[src/rtl/weightmemory_pkg.sv]
// Shared types and constants for the weightmemory bank scheduler.
//   sched_state_e         : scheduler FSM states
//   phys_bits_per_word()  : encoded word width from N_I and WEIGHT_STAGGER
//   DefaultStarveLimit    : default consecutive-write cap while a read waits
package weightmemory_pkg;

    typedef enum logic [1:0] {
        StIdle  = 2'd0,
        StBurst = 2'd1,
        StDrain = 2'd2
    } sched_state_e;

    localparam int unsigned DefaultStarveLimit = 4;

    // Each N_I slice is packed in groups of five, one byte per group.
    function automatic int unsigned phys_bits_per_word(input int unsigned n_i,
                                                       input int unsigned stagger);
        return ((n_i / stagger + 4) / 5) * 8;
    endfunction

endpackage

[src/rtl/weightmemory_arbiter.sv]
// Single-port grant logic between the write stream and pending burst reads.
//   clk_i, rst_i   : clock, synchronous active-high reset
//   wr_valid_i     : a write is offered this cycle
//   rd_pending_i   : the burst sequencer wants to issue a read this cycle
//   wr_grant_o     : write owns the bank port this cycle
//   rd_grant_o     : read owns the bank port this cycle
// Writes win by default; after STARVE_LIMIT write grants against a waiting
// read, one read slot is forced.
module weightmemory_arbiter #(
    parameter int unsigned STARVE_LIMIT = 4
) (
    input  logic clk_i,
    input  logic rst_i,
    input  logic wr_valid_i,
    input  logic rd_pending_i,
    output logic wr_grant_o,
    output logic rd_grant_o
);

    localparam int unsigned SW = $clog2(STARVE_LIMIT + 1) > 0 ? $clog2(STARVE_LIMIT + 1) : 1;

    logic [SW-1:0] starve_q, starve_d;
    logic          force_rd;

    always_comb begin
        force_rd   = rd_pending_i && (starve_q == SW'(STARVE_LIMIT));
        rd_grant_o = rd_pending_i && (!wr_valid_i || force_rd);
        wr_grant_o = wr_valid_i && !force_rd;

        starve_d = starve_q;
        if (!rd_pending_i || rd_grant_o) begin
            starve_d = '0;
        end else if (wr_grant_o) begin
            starve_d = starve_q + SW'(1);
        end
    end

    always_ff @(posedge clk_i) begin
        if (rst_i) begin
            starve_q <= '0;
        end else begin
            starve_q <= starve_d;
        end
    end

endmodule

[src/rtl/weightmemory_scheduler.sv]
// Sequences and arbitrates the single port of one weightmemory bank.
//   clk_i, rst_i          : clock, synchronous active-high reset
//   wr_valid_i/wr_ready_o : host/DMA write handshake (ready = accepted now)
//   wr_addr_i, wr_data_i  : write address and encoded word
//   start_i, base_addr_i, len_i : read-burst request (sampled in idle only)
//   stall_i               : consumer cannot take a read next cycle
//   busy_o, done_o        : burst in progress / one-cycle completion pulse
//   rd_valid_o, rd_index_o: bank output valid, aligned with bank ready_o
//   mem_*_o               : bank read_enable/write_enable/addr/wdata
// Read and write enables are mutually exclusive by construction.
module weightmemory_scheduler
    import weightmemory_pkg::*;
#(
    parameter int unsigned N_I                 = 512,
    parameter int unsigned WEIGHT_STAGGER      = 8,
    parameter int unsigned BANKDEPTH           = 90,
    parameter int unsigned STARVE_LIMIT        = DefaultStarveLimit,
    parameter int unsigned PHYSICALBITSPERWORD = phys_bits_per_word(N_I, WEIGHT_STAGGER),
    parameter int unsigned AW                  = $clog2(BANKDEPTH),
    parameter int unsigned LW                  = $clog2(BANKDEPTH + 1)
) (
    input  logic                           clk_i,
    input  logic                           rst_i,
    input  logic                           wr_valid_i,
    output logic                           wr_ready_o,
    input  logic [AW-1:0]                  wr_addr_i,
    input  logic [PHYSICALBITSPERWORD-1:0] wr_data_i,
    input  logic                           start_i,
    input  logic [AW-1:0]                  base_addr_i,
    input  logic [LW-1:0]                  len_i,
    input  logic                           stall_i,
    output logic                           busy_o,
    output logic                           done_o,
    output logic                           rd_valid_o,
    output logic [LW-1:0]                  rd_index_o,
    output logic                           mem_read_enable_o,
    output logic                           mem_write_enable_o,
    output logic [AW-1:0]                  mem_addr_o,
    output logic [PHYSICALBITSPERWORD-1:0] mem_wdata_o
);

    sched_state_e  state_q;
    logic [AW-1:0] cur_addr_q;
    logic [LW-1:0] len_q;
    logic [LW-1:0] idx_q;
    logic          rd_valid_q;
    logic [LW-1:0] rd_index_q;
    logic          zero_done_q;

    logic          rd_pending;
    logic          rd_grant;
    logic          wr_grant;
    logic [AW-1:0] addr_inc;
    logic [LW-1:0] idx_inc;

    // Requests are masked during reset so the bank sees no access while the
    // scheduler is being cleared.
    always_comb begin
        rd_pending = !rst_i && (state_q == StBurst) && (idx_q < len_q) && !stall_i;
        addr_inc   = (cur_addr_q == AW'(BANKDEPTH - 1)) ? '0 : cur_addr_q + AW'(1);
        idx_inc    = idx_q + LW'(1);
    end

    weightmemory_arbiter #(
        .STARVE_LIMIT (STARVE_LIMIT)
    ) u_arbiter (
        .clk_i        (clk_i),
        .rst_i        (rst_i),
        .wr_valid_i   (wr_valid_i && !rst_i),
        .rd_pending_i (rd_pending),
        .wr_grant_o   (wr_grant),
        .rd_grant_o   (rd_grant)
    );

    always_ff @(posedge clk_i) begin
        if (rst_i) begin
            state_q     <= StIdle;
            cur_addr_q  <= '0;
            len_q       <= '0;
            idx_q       <= '0;
            rd_valid_q  <= 1'b0;
            rd_index_q  <= '0;
            zero_done_q <= 1'b0;
        end else begin
            // Bank data appears one cycle after the read is issued.
            rd_valid_q  <= rd_grant;
            rd_index_q  <= rd_grant ? idx_q : '0;
            zero_done_q <= 1'b0;
            unique case (state_q)
                StIdle: begin
                    if (start_i) begin
                        if (len_i != '0) begin
                            cur_addr_q <= base_addr_i;
                            len_q      <= len_i;
                            idx_q      <= '0;
                            state_q    <= StBurst;
                        end else begin
                            zero_done_q <= 1'b1;
                        end
                    end
                end
                StBurst: begin
                    if (rd_grant) begin
                        cur_addr_q <= addr_inc;
                        idx_q      <= idx_inc;
                        if (idx_inc == len_q) begin
                            state_q <= StDrain;
                        end
                    end
                end
                StDrain: state_q <= StIdle;
                default: state_q <= StIdle;
            endcase
        end
    end

    always_comb begin
        busy_o             = (state_q != StIdle);
        done_o             = (state_q == StDrain) || zero_done_q;
        rd_valid_o         = rd_valid_q;
        rd_index_o         = rd_index_q;
        wr_ready_o         = wr_grant;
        mem_read_enable_o  = rd_grant;
        mem_write_enable_o = wr_grant;
        mem_addr_o         = '0;
        mem_wdata_o        = '0;
        if (rd_grant) begin
            mem_addr_o = cur_addr_q;
        end else if (wr_grant) begin
            mem_addr_o  = wr_addr_i;
            mem_wdata_o = wr_data_i;
        end
    end

endmodule

[config.mk]
export PLATFORM = sky130hd
export DESIGN_NAME = weightmemory_scheduler
export DESIGN_NICKNAME = d
export VERILOG_FILES = /design/src/rtl/weightmemory_pkg.sv /design/src/rtl/weightmemory_arbiter.sv /design/src/rtl/weightmemory_scheduler.sv
export SDC_FILE = /design/constraint.sdc
export NUM_CORES = 1
export LEC_CHECK = 0
export BUFFER_PORTS_ARGS = -buffer_cell sky130_fd_sc_hd__buf_4
export CAP_MARGIN = 20
export CORE_AREA = 4 4 98 100
export CTS_CLUSTER_DIAMETER = 30
export CTS_CLUSTER_SIZE = 40
export DETAILED_ROUTE_END_ITERATION = 8
export DIE_AREA = 0 0 102 104
export PLACE_DENSITY = 0.69
export SYNTH_ARGS = -nofsm -noshare
export SYNTH_HDL_FRONTEND = slang
export SYNTH_HIERARCHICAL = 1
export SYNTH_SLANG_ARGS = --single-unit
[constraint.sdc]
create_clock -name clk_i -period 3.4 [get_ports clk_i]
set_input_delay 0.34 -clock clk_i [delete_from_list [all_inputs] [get_ports clk_i]]
set_output_delay 0.34 -clock clk_i [all_outputs]
set_load 0.02 [all_outputs]
# After elaboration in Yosys (flattened, before gate mapping)
# Index checks and enable logic that the tools add are counted.
# W data, S select, Z words.
# word_totals
out_inout_bits	124
ff_bits	35
input_bits	130
# classes
n_addsub	3
n_mux	19
eq_ne	9
magnitude_cmp	1
n_reduce_logical	25
bitwise	3
# ops
operator	n
$mux W104	2
$mux W7	9
$pmux W7 S2	2
$add A7 B1 Y7 const B	2
$mux W2	4
$reduce_and A4 Y1	2
$eq A7 B7 Y1	1
$eq A7 B7 Y1 const B	1
$logic_and A1 B1 Y1	7
$lt A7 B7 Y1	1
$reduce_bool A7 Y1	1
$ne A2 B2 Y1 const B	3
$logic_not A1 Y1	5
$pmux W2 S2	1
$reduce_bool A2 Y1	2
$reduce_or A2 Y1	2
$add A3 B1 Y3 const B	1
$eq A3 B3 Y1 const B	1
$logic_or A1 B1 Y1	3
$not A1 Y1	3
$reduce_and A3 Y1	1
$reduce_or A3 Y1	1
$eq A2 B1 Y1 const B	1
$eq A2 B2 Y1 const B	1
other kinds (3)	3

# Longest topological paths before layout
# Gate-level depths: netlist of the first run.
# depth
depth_word	9
depth_mapped	13
depth_no_buf	12

# Modules after synthesis
# Netlist of the first run, hierarchy kept.
# by_module_without_submodules
module	cells_per_inst	seq_area_each_um2	instances	area_each_um2
weightmemory_scheduler	334	640.6	1	2463.6
weightmemory_arbiter	17	60.1	1	161.4

# Worst setup path after synthesis of the first run
# OpenSTA, ideal clock, no wires.
# synth_path
kind	register -> output
start	register len_q[1]
end	output mem_addr_o[0]
path_stages_with_launch	13
path_buffers	2
arrival_time_ns	2.850
path_slack_ns	0.210
required_ns	3.060
cell_sequence	dfxtp_1 -> inv_1 -> ha_1 -> nor2b_1 -> o21a_1 -> o21a_1 -> o21ai_0 -> a21o_1 -> a21boi_0 -> nor2b_1 -> clkbuf_1 -> clkbuf_1 -> a22o_1
# synth_rtl
element	line	rtl
from (decl)	weightmemory_scheduler.sv:44	logic [LW-1:0] len_q;
from (signal assigned)	weightmemory_scheduler.sv:94	len_q <= len_i;
$lt A7 B7 Y1 (*)	weightmemory_scheduler.sv:59	rd_pending = !rst_i && (state_q == StBurst) && (idx_q < len_q) && !stall_i;
$logic_and A1 B1 Y1 (*) (2 in series)	weightmemory_scheduler.sv:59	
named net rd_pending	weightmemory_scheduler.sv:50	logic rd_pending;
$logic_and A1 B1 Y1	weightmemory_arbiter.sv:26	force_rd = rd_pending_i && (starve_q == SW'(STARVE_LIMIT));
$logic_or A1 B1 Y1	weightmemory_arbiter.sv:27	rd_grant_o = rd_pending_i && (!wr_valid_i || force_rd);
$logic_and A1 B1 Y1 (*)	weightmemory_arbiter.sv:27	
named net mem_read_enable_o	weightmemory_scheduler.sv:36	output logic mem_read_enable_o,
$mux W7 (*)	weightmemory_scheduler.sv:127	if (rd_grant) begin
to (decl)	weightmemory_scheduler.sv:38	output logic [AW-1:0] mem_addr_o,
# Mark *: on every way through the listed nets, which the timed path passes. The rest lies on a longest branch.

# Final worst setup path of the first run
# layout_path
start	register len_q[1]
end	output mem_addr_o[3]
# layout_between
elab_chain_len	8
# layout_lines
element	line	rtl
$lt A7 B7 Y1 (*)	weightmemory_scheduler.sv:59	
$logic_and A1 B1 Y1 (*) (2 in series)	weightmemory_scheduler.sv:59	
named net rd_pending	weightmemory_scheduler.sv:50	
$logic_and A1 B1 Y1	weightmemory_arbiter.sv:26	
$logic_not A1 Y1	weightmemory_arbiter.sv:28	wr_grant_o = wr_valid_i && !force_rd;
$logic_and A1 B1 Y1	weightmemory_arbiter.sv:28	
$mux W7	weightmemory_scheduler.sv:129	end else if (wr_grant) begin
$mux W7 (*)	weightmemory_scheduler.sv:127	
# Marked as above.

==> results.json, run 1 <==
{
  "fin_cells": 701,
  "peakVddDrop_v": 0.000124,
  "numPortBuffers": 253,
  "antenna_found_initial": 1,
  "ioPinCount": 254,
  "hold_start": "len_i[3]",
  "area_growth_pct": 79.0,
  "synth-async-reset-ratio_pct": 0,
  "fin_crit_ns": 3.10,
  "dp_cells": 695,
  "grt.overflow.total": 0,
  "crit_fanout": 73,
  "die_w_microns": 102,
  "synth_area_sq_um": 2630,
  "hold_buffers": 0,
  "via_per_inst": 4.79,
  "hold_end": "len_q[3]",
  "synthCells": 351,
  "worstReg2RegEnd": "idx_q[3]",
  "clk_path_buf_depth": 2,
  "dp_hpwl_mm": 12.6,
  "rr_worst_depth": 12,
  "seq_area_frac_synth_pct": 26.7,
  "antenna_left": 0,
  "clock_sinks": 35,
  "tightest_slew_ns": 0.983,
  "slew_headroom_pct": 33.9,
  "fin_area_sq_um": 4700,
  "max_freq_mhz": 322,
  "min_path_cells": 3,
  "placed_area_sq_um": 4620,
  "clk_latency_ns": 0.29,
  "rrSetupSlack_ns": 0.56,
  "r2r_start": "len_q[1]",
  "setup_viol": 0,
  "post-route-period-util_pct": 91.3,
  "clkTransAtPathRegs_ns": 0.06,
  "crit_path_end_kind": "output pin",
  "slew_violations": 0,
  "cp.arrival_ns": 2.76,
  "dieArea_sq_um": 10600,
  "synth_edf_count": 0,
  "grt_start_max_net_pins": 74,
  "vias": 3356,
  "grt_pass1_vias": 3302,
  "drcViolationCount": 0,
  "dr.pass1.iters": 4,
  "cts-root-buf": "clkbuf_8",
  "critPathRequiredTime_ns": 3.06,
  "ys_ff_latch": 35,
  "fin_nets": 736,
  "hold_viol": 0,
  "fp.dieH_microns": 104,
  "gp_congestion": 0.975,
  "hold_path.class": "in -> reg",
  "syn_avg_cell_area_sq_um": 7.48,
  "netlist-cell-type-count": 45,
  "highest_layer": "met5",
  "coreArea_sq_um": 8680,
  "syn-num-nets": 493,
  "cts_inserted_buffers": 5,
  "grtUsageTotal_pct": 26.4,
  "routed-wl-met3_mm": 1.68,
  "wirelength_mm": 14.6,
  "drive_above_1_share_pct": 45.7,
  "wl_met2_mm": 6.93,
  "cts_htree_levels": 2,
  "leakagePower_nw": 2.39,
  "cts_tree": "yes",
  "outcome": "complete, no violations",
  "drt_iter0_markers": 146,
  "powerDensity_nw_per_um2": 250,
  "diodes": 0,
  "criticalPathCategory": "reg -> out",
  "wl_per_cell_microns": 20.9,
  "synth_top_flop_cell": "dfxtp_1",
  "drv_cap": 0,
  "start_util_pct": 30.2,
  "startpoint_type": "flop",
  "wl_met1_mm": 5.66,
  "fin_tns_setup_ns": 0,
  "finClkSkew_ns": 0.00743,
  "grt_setup_unrepaired": "no",
  "yosysWarningCount": 6,
  "grt_pass1_wl_mm": 20.9,
  "rows": 34
}
## metrics by stage
| step | power (mW) | util (%) | setup WS, ns | hold WS, ns |
|---|---|---|---|---|
| 6_report | 1.17 | 54.1 | 0.295 | 0.296 |
| 4_1_cts | 1.18 | 54.1 | 0.173 | 0.293 |
| 3_3_place_gp | 0.904 | 53.3 | 0.344 | 0.442 |
| 2_1_floorplan | 0.645 | - | 0.210 | 0.430 |
| 3_5_place_dp | 0.905 | 53.3 | 0.358 | 0.462 |
| 5_1_grt | 1.23 | 54.1 | 0.0731 | 0.293 |
## sequential cells by signal, indices dropped and copies added, names as in the netlist
signal / flops
cur_addr_q: 7
idx_q: 7
len_q: 7
rd_index_o: 7
rd_valid_o: 1
state_q: 2
u_arbiter/starve_q: 3
zero_done_q: 1
## power by group
part | internal (mW) | switching (mW)
clock | 0.136 | 0.141
sequential | 0.422 | 0.0152
combinational | 0.231 | 0.227
## cell usage after synthesis (2+ instances only)
cell,number,area (sq um)
nor3_1,5,25.0
a21oi_2,2,17.5
nand2b_1,4,25.0
nor2_1,28,105
o21ai_0,13,65.1
a21boi_0,2,15.0
o31ai_1,2,15.0
or2_2,2,12.5
inv_1,12,45.0
nor3b_1,2,15.0
a31oi_1,2,12.5
or3b_1,2,17.5
and2_1,115,719
xor2_1,4,35.0
nand2_1,14,52.6
a21o_1,2,15.0
ha_1,12,150
xnor2_1,4,35.0
clkbuf_1,17,63.8
a21oi_1,15,75.1
nor2b_1,7,43.8
nand3_1,4,20.0
a22o_1,6,52.6
and3_1,3,18.8
nor4_1,3,18.8
or3_1,5,31.3
a211oi_1,5,37.5
buf_2,2,10.0
nand3b_1,3,22.5
a2bb2oi_1,2,17.5
o22ai_1,2,12.5
o21a_1,3,22.5
dfxtp_1,35,701
## cell usage in the layout, fill, tap and decap left out, types with 3 or more instances in the layout
cell type / n
a211oi_1: 5
a22o_1: 6
clkbuf_8: 5
a21oi_1: 15
xnor2_1: 4
nor3_1: 5
o21a_1: 3
or3_1: 5
inv_1: 12
ha_1: 12
and3_1: 3
nand2b_1: 4
xor2_1: 4
nor4_1: 3
dfxtp_1: 35
nor2_1: 27
o21ai_0: 13
nand3_1: 4
nand2_1: 14
and2_1: 115
buf_4: 256
nand3b_1: 3
nor2b_1: 6
## cell families (layout without fill, tap and decap cells)
kind of cell | Yosys count | in the layout | synth area share (%)
flops | 35 | 35 | 26.7
xor+xnor | 8 | 8 | 2.67
buf+inv | 33 | 275 | 5.00
simple gates | 202 | 202 | 44.6
compound gates | 60 | 60 | 14.9
fa+ha+maj | 12 | 12 | 5.72
mux | 1 | 1 | 0.381
## critical path, stage by stage (launching register included)
cell      delay, ns
dfxtp_1        0.35
inv_1          0.07
ha_1           0.28
nor2b_1        0.13
o21a_1         0.16
o21a_1         0.16
o21ai_0        0.16
a21o_1         0.18
a21boi_1       0.21
buf_4          0.17
nor2b_4        0.05
buf_12         0.17
a22o_1         0.22
buf_4          0.16
## cell type report
cell class              count  area, sq um
repair buffers            257         1940
well taps                 108          135
multi-input cells         283         1800
clock buffers               6         72.6
fillers                   852         3980
flip-flops and latches     35          701
inverters                  12         45.0
## per-layer routing
layer | GRT usage, % | up-vias
met5 | 0 | -
met4 | 7.59 | 2
met3 | 10.5 | 22
met2 | 44.1 | 191
met1 | 30.9 | 1505
li1 | - | 1636
## worst max-delay path by stage
| stage | start | end | slack (ns) | cells after the start |
|---|---|---|---|---|
| after floorplan | len_q[1] | mem_addr_o[0] | 0.21 | 12 |
| after global placement | len_q[1] | cur_addr_q[4] | 0.34 | 13 |
| after detailed placement | len_q[1] | cur_addr_q[4] | 0.36 | 13 |
| after CTS | len_q[1] | mem_wdata_o[53] | 0.17 | 12 |
| after global routing | len_q[1] | mem_addr_o[1] | 0.07 | 13 |
| final | len_q[1] | mem_addr_o[3] | 0.30 | 13 |
## what timing repair did
| action | in CTS | in global routing |
|---|---|---|
| endpoints found under the setup margin | 0 | 73 |
| setup buffers | 0 | 0 |
| hold endpoints to repair | 0 | 0 |
| resized for setup | 0 | 2 |
No activity file was read; power rests on OpenSTA's default activity.
==> inputs of run 2 (changes only) <==
Settings changed: CORE_AREA 4 4 98 100 to 4 4 96 98, DIE_AREA 0 0 102 104 to 0 0 100 102, PLACE_DENSITY 0.69 to 0.72, SYNTH_HIERARCHICAL 1 to unset.
==> results.json, run 2 <==
{
  "antenna_left": 0,
  "hold_slack_ns": 0.299,
  "p_seq_share_pct": 37.0,
  "cp.arrival_ns": 2.97,
  "netlist-cell-type-count": 48,
  "grt_start_max_net_pins": 63,
  "post-route-period-util_pct": 97.2,
  "rr_worst_depth": 7,
  "cts_tree": "yes",
  "area_growth_pct": 76.5,
  "fin_cells": 697,
  "coreArea_sq_um": 8470,
  "slew_violations": 0,
  "yosysMostFrequentCell": "and2_1",
  "synthCells": 348,
  "crit_family": "compound AO/OA/AOI/OAI gates",
  "grt_setup_unrepaired": "yes",
  "yosysWarningCount": 0,
  "dp_hpwl_mm": 12.0,
  "hold_path.class": "in -> reg",
  "synth_edf_count": 0,
  "worstReg2RegEnd": "idx_q[2]",
  "crit_path_end_kind": "output pin",
  "via_per_inst": 4.75,
  "power.share.clock_pct": 24.9,
  "cts_resized": 0,
  "min_path_cells": 3,
  "syn_avg_cell_area_sq_um": 7.67,
  "synth_area_leaders": "dfxtp_1, and2_1, ha_1, nor2_1, a21oi_1",
  "cts-root-buf": "clkbuf_8",
  "syn-num-nets": 490,
  "fp.dieH_microns": 102,
  "drcViolationCount": 0,
  "critPathRequiredTime_ns": 3.06,
  "r2r_start": "len_q[6]",
  "cp_slowest_stage_delay_ns": 0.55,
  "synth_area_sq_um": 2670,
  "clock_sinks": 35,
  "setup_viol": 0,
  "numPortBuffers": 253,
  "synth-async-reset-ratio_pct": 0,
  "path_cells": "inv_1, ha_1, nand2b_1, a2111oi_4, nor2_1, a31oi_4, buf_4, and2_1, buf_4",
  "rows": 34,
  "peakVddDrop_v": 0.000144,
  "layout_common_cells": "buf_4, and2_1, dfxtp_1, nor2_1, nand2_1",
  "hold_buffers": 0,
  "grt_pass1_wl_mm": 19.6,
  "finalPower_mw": 1.20,
  "synth.top_cell.area_share_pct": 26.3,
  "synth_area_leader_cell": "dfxtp_1",
  "grt.overflow.total": 0,
  "fin_crit_ns": 3.31,
  "fin_tns_setup_ns": 0,
  "drive_above_1_share_pct": 46.2,
  "wl_per_cell_microns": 19.9,
  "fin_area_sq_um": 4710,
  "slew_headroom_pct": 52.1,
  "path_buf_inv": 3,
  "cts_setup_buffers": 0,
  "leakagePower_nw": 2.35,
  "hold_start": "len_i[0]",
  "criticalPathCategory": "reg -> out",
  "final_common_cell": "buf_4",
  "placed_area_sq_um": 4620,
  "synth.top_cells.by_count": "and2_1, dfxtp_1, nor2_1",
  "multi_input_area_sq_um": 1810,
  "diodes": 0,
  "cp_slowest_cell": "a2111oi_4",
  "max_freq_mhz": 302,
  "antenna_found_initial": 1,
  "clk_latency_ns": 0.29,
  "cts_htree_levels": 2,
  "tightest_slew_ns": 0.714,
  "fillers": 811,
  "outcome": "complete, no violations",
  "cts_inserted_buffers": 5,
  "gp_congestion": 0.988,
  "start_util_pct": 31.5,
  "clk_path_buf_depth": 2,
  "ioPinCount": 254,
  "p_sw_mw": 0.408,
  "hold_end": "len_q[0]",
  "pwr-share-comb_pct": 38.2,
  "dr.pass1.iters": 4,
  "finClkSkew_ns": 0.00443,
  "drv_cap": 0,
  "drt_iter0_markers": 205,
  "grtUsageTotal_pct": 25.9,
  "die_w_microns": 100,
  "synth_top_flop_cell": "dfxtp_1",
  "dp_cells": 689,
  "dieArea_sq_um": 10200,
  "grt_pass1_vias": 3206,
  "crit_fanout": 51,
  "intPower_mw": 0.797,
  "crit_path_frequent_cell": "buf_4",
  "vias": 3314,
  "fin_nets": 730,
  "p_sw_share_pct": 33.9,
  "powerDensity_nw_per_um2": 256,
  "wirelength_mm": 13.8,
  "startpoint_type": "flop",
  "rrSetupSlack_ns": 0.84,
  "seq_area_frac_synth_pct": 26.3,
  "regArea_sq_um": 701,
  "hold_viol": 0,
  "clkTransAtPathRegs_ns": 0.07,
  "ys_ff_latch": 35
}
-- run 2: worst max-delay path by stage --
stage / start / end / slack, ns / cells past startpoint
4_1_cts: idx_q[0] / mem_wdata_o[39] / 0.11 / 9
6_report: idx_q[0] / mem_wdata_o[87] / 0.09 / 9
2_1_floorplan: idx_q[0] / mem_wdata_o[14] / 0.87 / 9
5_1_grt: idx_q[0] / mem_wdata_o[39] / -0.08 / 9
3_3_place_gp: idx_q[0] / mem_wdata_o[87] / 0.55 / 9
3_5_place_dp: idx_q[0] / mem_wdata_o[39] / 0.45 / 9
-- run 2: area by class of cell --
cell class	count	area share (%)
clock buffer	6	1.54
clock inverter	2	0.266
inverter	14	1.12
multi-input combinational	275	38.4
sequential	35	14.9
tap	108	2.87
timing repair buffer	257	41.0
-- run 2: cell families after synthesis --
kind of cell               count (synthesis)  synth area share (%)
muxes                                      5                  1.88
buffers and inverters                     38                  6.38
xor gates and xnor gates                   9                  2.95
DFF                                       35                  26.3
adders and majority gates                 12                  5.63
AOI/OAI and AO/OA                         56                  16.1
and+or+nand+nor                          193                  40.8
-- run 2: metal layers --
| layer | up-vias | GRT usage, % | routed length (microns) |
|---|---|---|---|
| met5 | - | 0 | 13 |
| met4 | 2 | 5.08 | 219 |
| li1 | 1643 | - | - |
| met2 | 166 | 38.4 | 5900 |
| met1 | 1484 | 35.2 | 6010 |
| met3 | 19 | 11.1 | 1700 |
-- run 2: metrics by stage --
step / setup WS, ns / util, %
floorplan: 0.868 / -
global placement: 0.550 / 54.6
detailed placement: 0.455 / 54.6
CTS: 0.114 / 55.6
global route: -0.0821 / 55.6
finish: 0.0936 / 55.6
-- run 2: tightest hold or removal path, delay by kind of cell --
family | cells | cell delay (ns)
buffers and inverters | 1 | 0.09
AND/OR/NAND/NOR | 1 | 0.07
multiplexers | 1 | 0.06
-- run 2: power groups by stage --
stage | clock, mW | sequential, mW | combinational [mW]
2_1_floorplan | 0 | 0.447 | 0.219
3_3_place_gp | 0 | 0.455 | 0.455
3_5_place_dp | 0 | 0.454 | 0.459
4_1_cts | 0.306 | 0.445 | 0.460
5_1_grt | 0.326 | 0.447 | 0.492
6_report | 0.299 | 0.445 | 0.460
==> inputs of run 3 (changes only) <==
Settings changed: RECOVER_POWER set to 100.
==> results.json, run 3 (synthesis results as in run 2) <==
{
  "hold_buffers": 0,
  "fp.dieH_microns": 102,
  "peakVddDrop_v": 0.000144,
  "diodes": 0,
  "cts_htree_levels": 2,
  "cts_setup_buffers": 0,
  "criticalPathCategory": "reg -> out",
  "cts_tree": "yes",
  "via_per_inst": 4.78,
  "setup_viol": 0,
  "hold_slack_ns": 0.300,
  "post-route-period-util_pct": 97.5,
  "cp.arrival_ns": 2.97,
  "drcViolationCount": 0,
  "clock_sinks": 35,
  "grt_pass1_wl_mm": 19.6,
  "cts-root-buf": "clkbuf_8",
  "leakagePower_nw": 2.27,
  "tightest_slew_ns": 0.692,
  "antenna_left": 0,
  "dp_hpwl_mm": 12.0,
  "grtUsageTotal_pct": 25.9,
  "drv_cap": 0,
  "grt_start_max_net_pins": 63,
  "drive_above_1_share_pct": 44.0,
  "crit_fanout": 51,
  "antenna_found_initial": 1,
  "outcome": "complete, no violations",
  "grt_pass1_vias": 3206,
  "fin_crit_ns": 3.31,
  "startpoint_type": "flop",
  "layout_common_cells": "buf_4, and2_1, dfxtp_1, nor2_1, nand2_1",
  "dieArea_sq_um": 10200,
  "hold_path.class": "in -> reg",
  "powerDensity_nw_per_um2": 259,
  "finClkSkew_ns": 0.00535,
  "rows": 34,
  "fin_area_sq_um": 4620,
  "numPortBuffers": 253,
  "wl_per_cell_microns": 19.8,
  "wl_met1_mm": 5.92,
  "gp_congestion": 0.988,
  "grt.overflow.total": 0,
  "ioPinCount": 254,
  "area_growth_pct": 73.2,
  "crit_path_end_kind": "output pin",
  "dp_worst_setup_slack_ns": 0.455,
  "hold_viol": 0,
  "critPathRequiredTime_ns": 3.06,
  "cts_resized": 0,
  "max_freq_mhz": 302,
  "grt_setup_unrepaired": "yes",
  "clk_latency_ns": 0.29,
  "slew_headroom_pct": 53.6,
  "routed-wl-met3_mm": 1.75,
  "drt_iter0_markers": 171,
  "placed_area_sq_um": 4620,
  "coreArea_sq_um": 8470,
  "wl_met2_mm": 5.89,
  "start_util_pct": 31.5,
  "cts_inserted_buffers": 5,
  "dr.pass1.iters": 4,
  "slew_violations": 0,
  "fin_nets": 730,
  "vias": 3334,
  "wirelength_mm": 13.8,
  "final_common_cell": "buf_4",
  "die_w_microns": 100,
  "clkTransAtPathRegs_ns": 0.07,
  "highest_layer": "met5",
  "clk_path_buf_depth": 2,
  "fillers": 835,
  "setup_ws_ns": 0.0867
}
==> run 3: changes by cell type in the layout (fill, tap and decap cells not counted) <==
cell      previous run  this run
and2_1             110        93
buf_2                0         4
buf_4              257       229
and2_0               0        17
clkbuf_1             1        14
clkbuf_2             0        11
==> run 3: metrics by stage <==
step | power [mW] | std cells | utilization (%) | setup TNS [ns]
detailed placement | 0.913 | 689 | 54.6 | 0
CTS | 1.21 | 697 | 55.6 | 0
floorplan | 0.666 | 348 | - | 0
global route | 1.26 | 697 | 54.6 | -2.42
global placement | 0.910 | 689 | 54.6 | 0
finish | 1.20 | 697 | 54.6 | 0
==> run 3: power breakdown <==
part / total, mW / internal, mW / switching, mW
Sequential: 0.445 / 0.425 / 0.0205
Clock: 0.300 / 0.143 / 0.157
Combinational: 0.453 / 0.222 / 0.231
==> run 3: worst max-delay path, cell delays in order, from the launching register on <==
cell and delay [ns]:
dfxtp_1 0.40, inv_1 0.10, ha_1 0.20, nand2b_1 0.17, a2111oi_4 0.56, nor2_1 0.19, a31oi_4 0.22, buf_4 0.39
and2_1 0.25, buf_4 0.18
==> run 3: layer usage <==
layer  vias to the layer above  GRT usage (%)
met1                      1497           35.2
met2                       167           38.4
met5                         -              0
met4                         2           5.08
met3                        22           11.1
li1                       1646              -
==> run 3: final timing paths <==
path	startpoint	endpoint	slack, ns	cells after the start
setup reg to reg	len_q[6]	state_q[0]	0.59	8
setup / recovery	idx_q[0]	mem_wdata_o[87]	0.09	9
hold / removal	len_i[0]	len_q[0]	0.30	3
hold reg to reg	u_arbiter.starve_q[0]	u_arbiter.starve_q[0]	0.45	1
==> run 3: layout make-up <==
cell class                      instances  area, sq um  area share [%]
Clock buffer                            6         72.6            1.57
Clock inverter                          2         12.5           0.271
Inverter                               14         52.6            1.14
Multi-Input combinational cell        275         1810            39.1
Sequential cell                        35          701            15.2
Tap cell                              108          135            2.92
Timing Repair Buffer                  257         1840            39.9
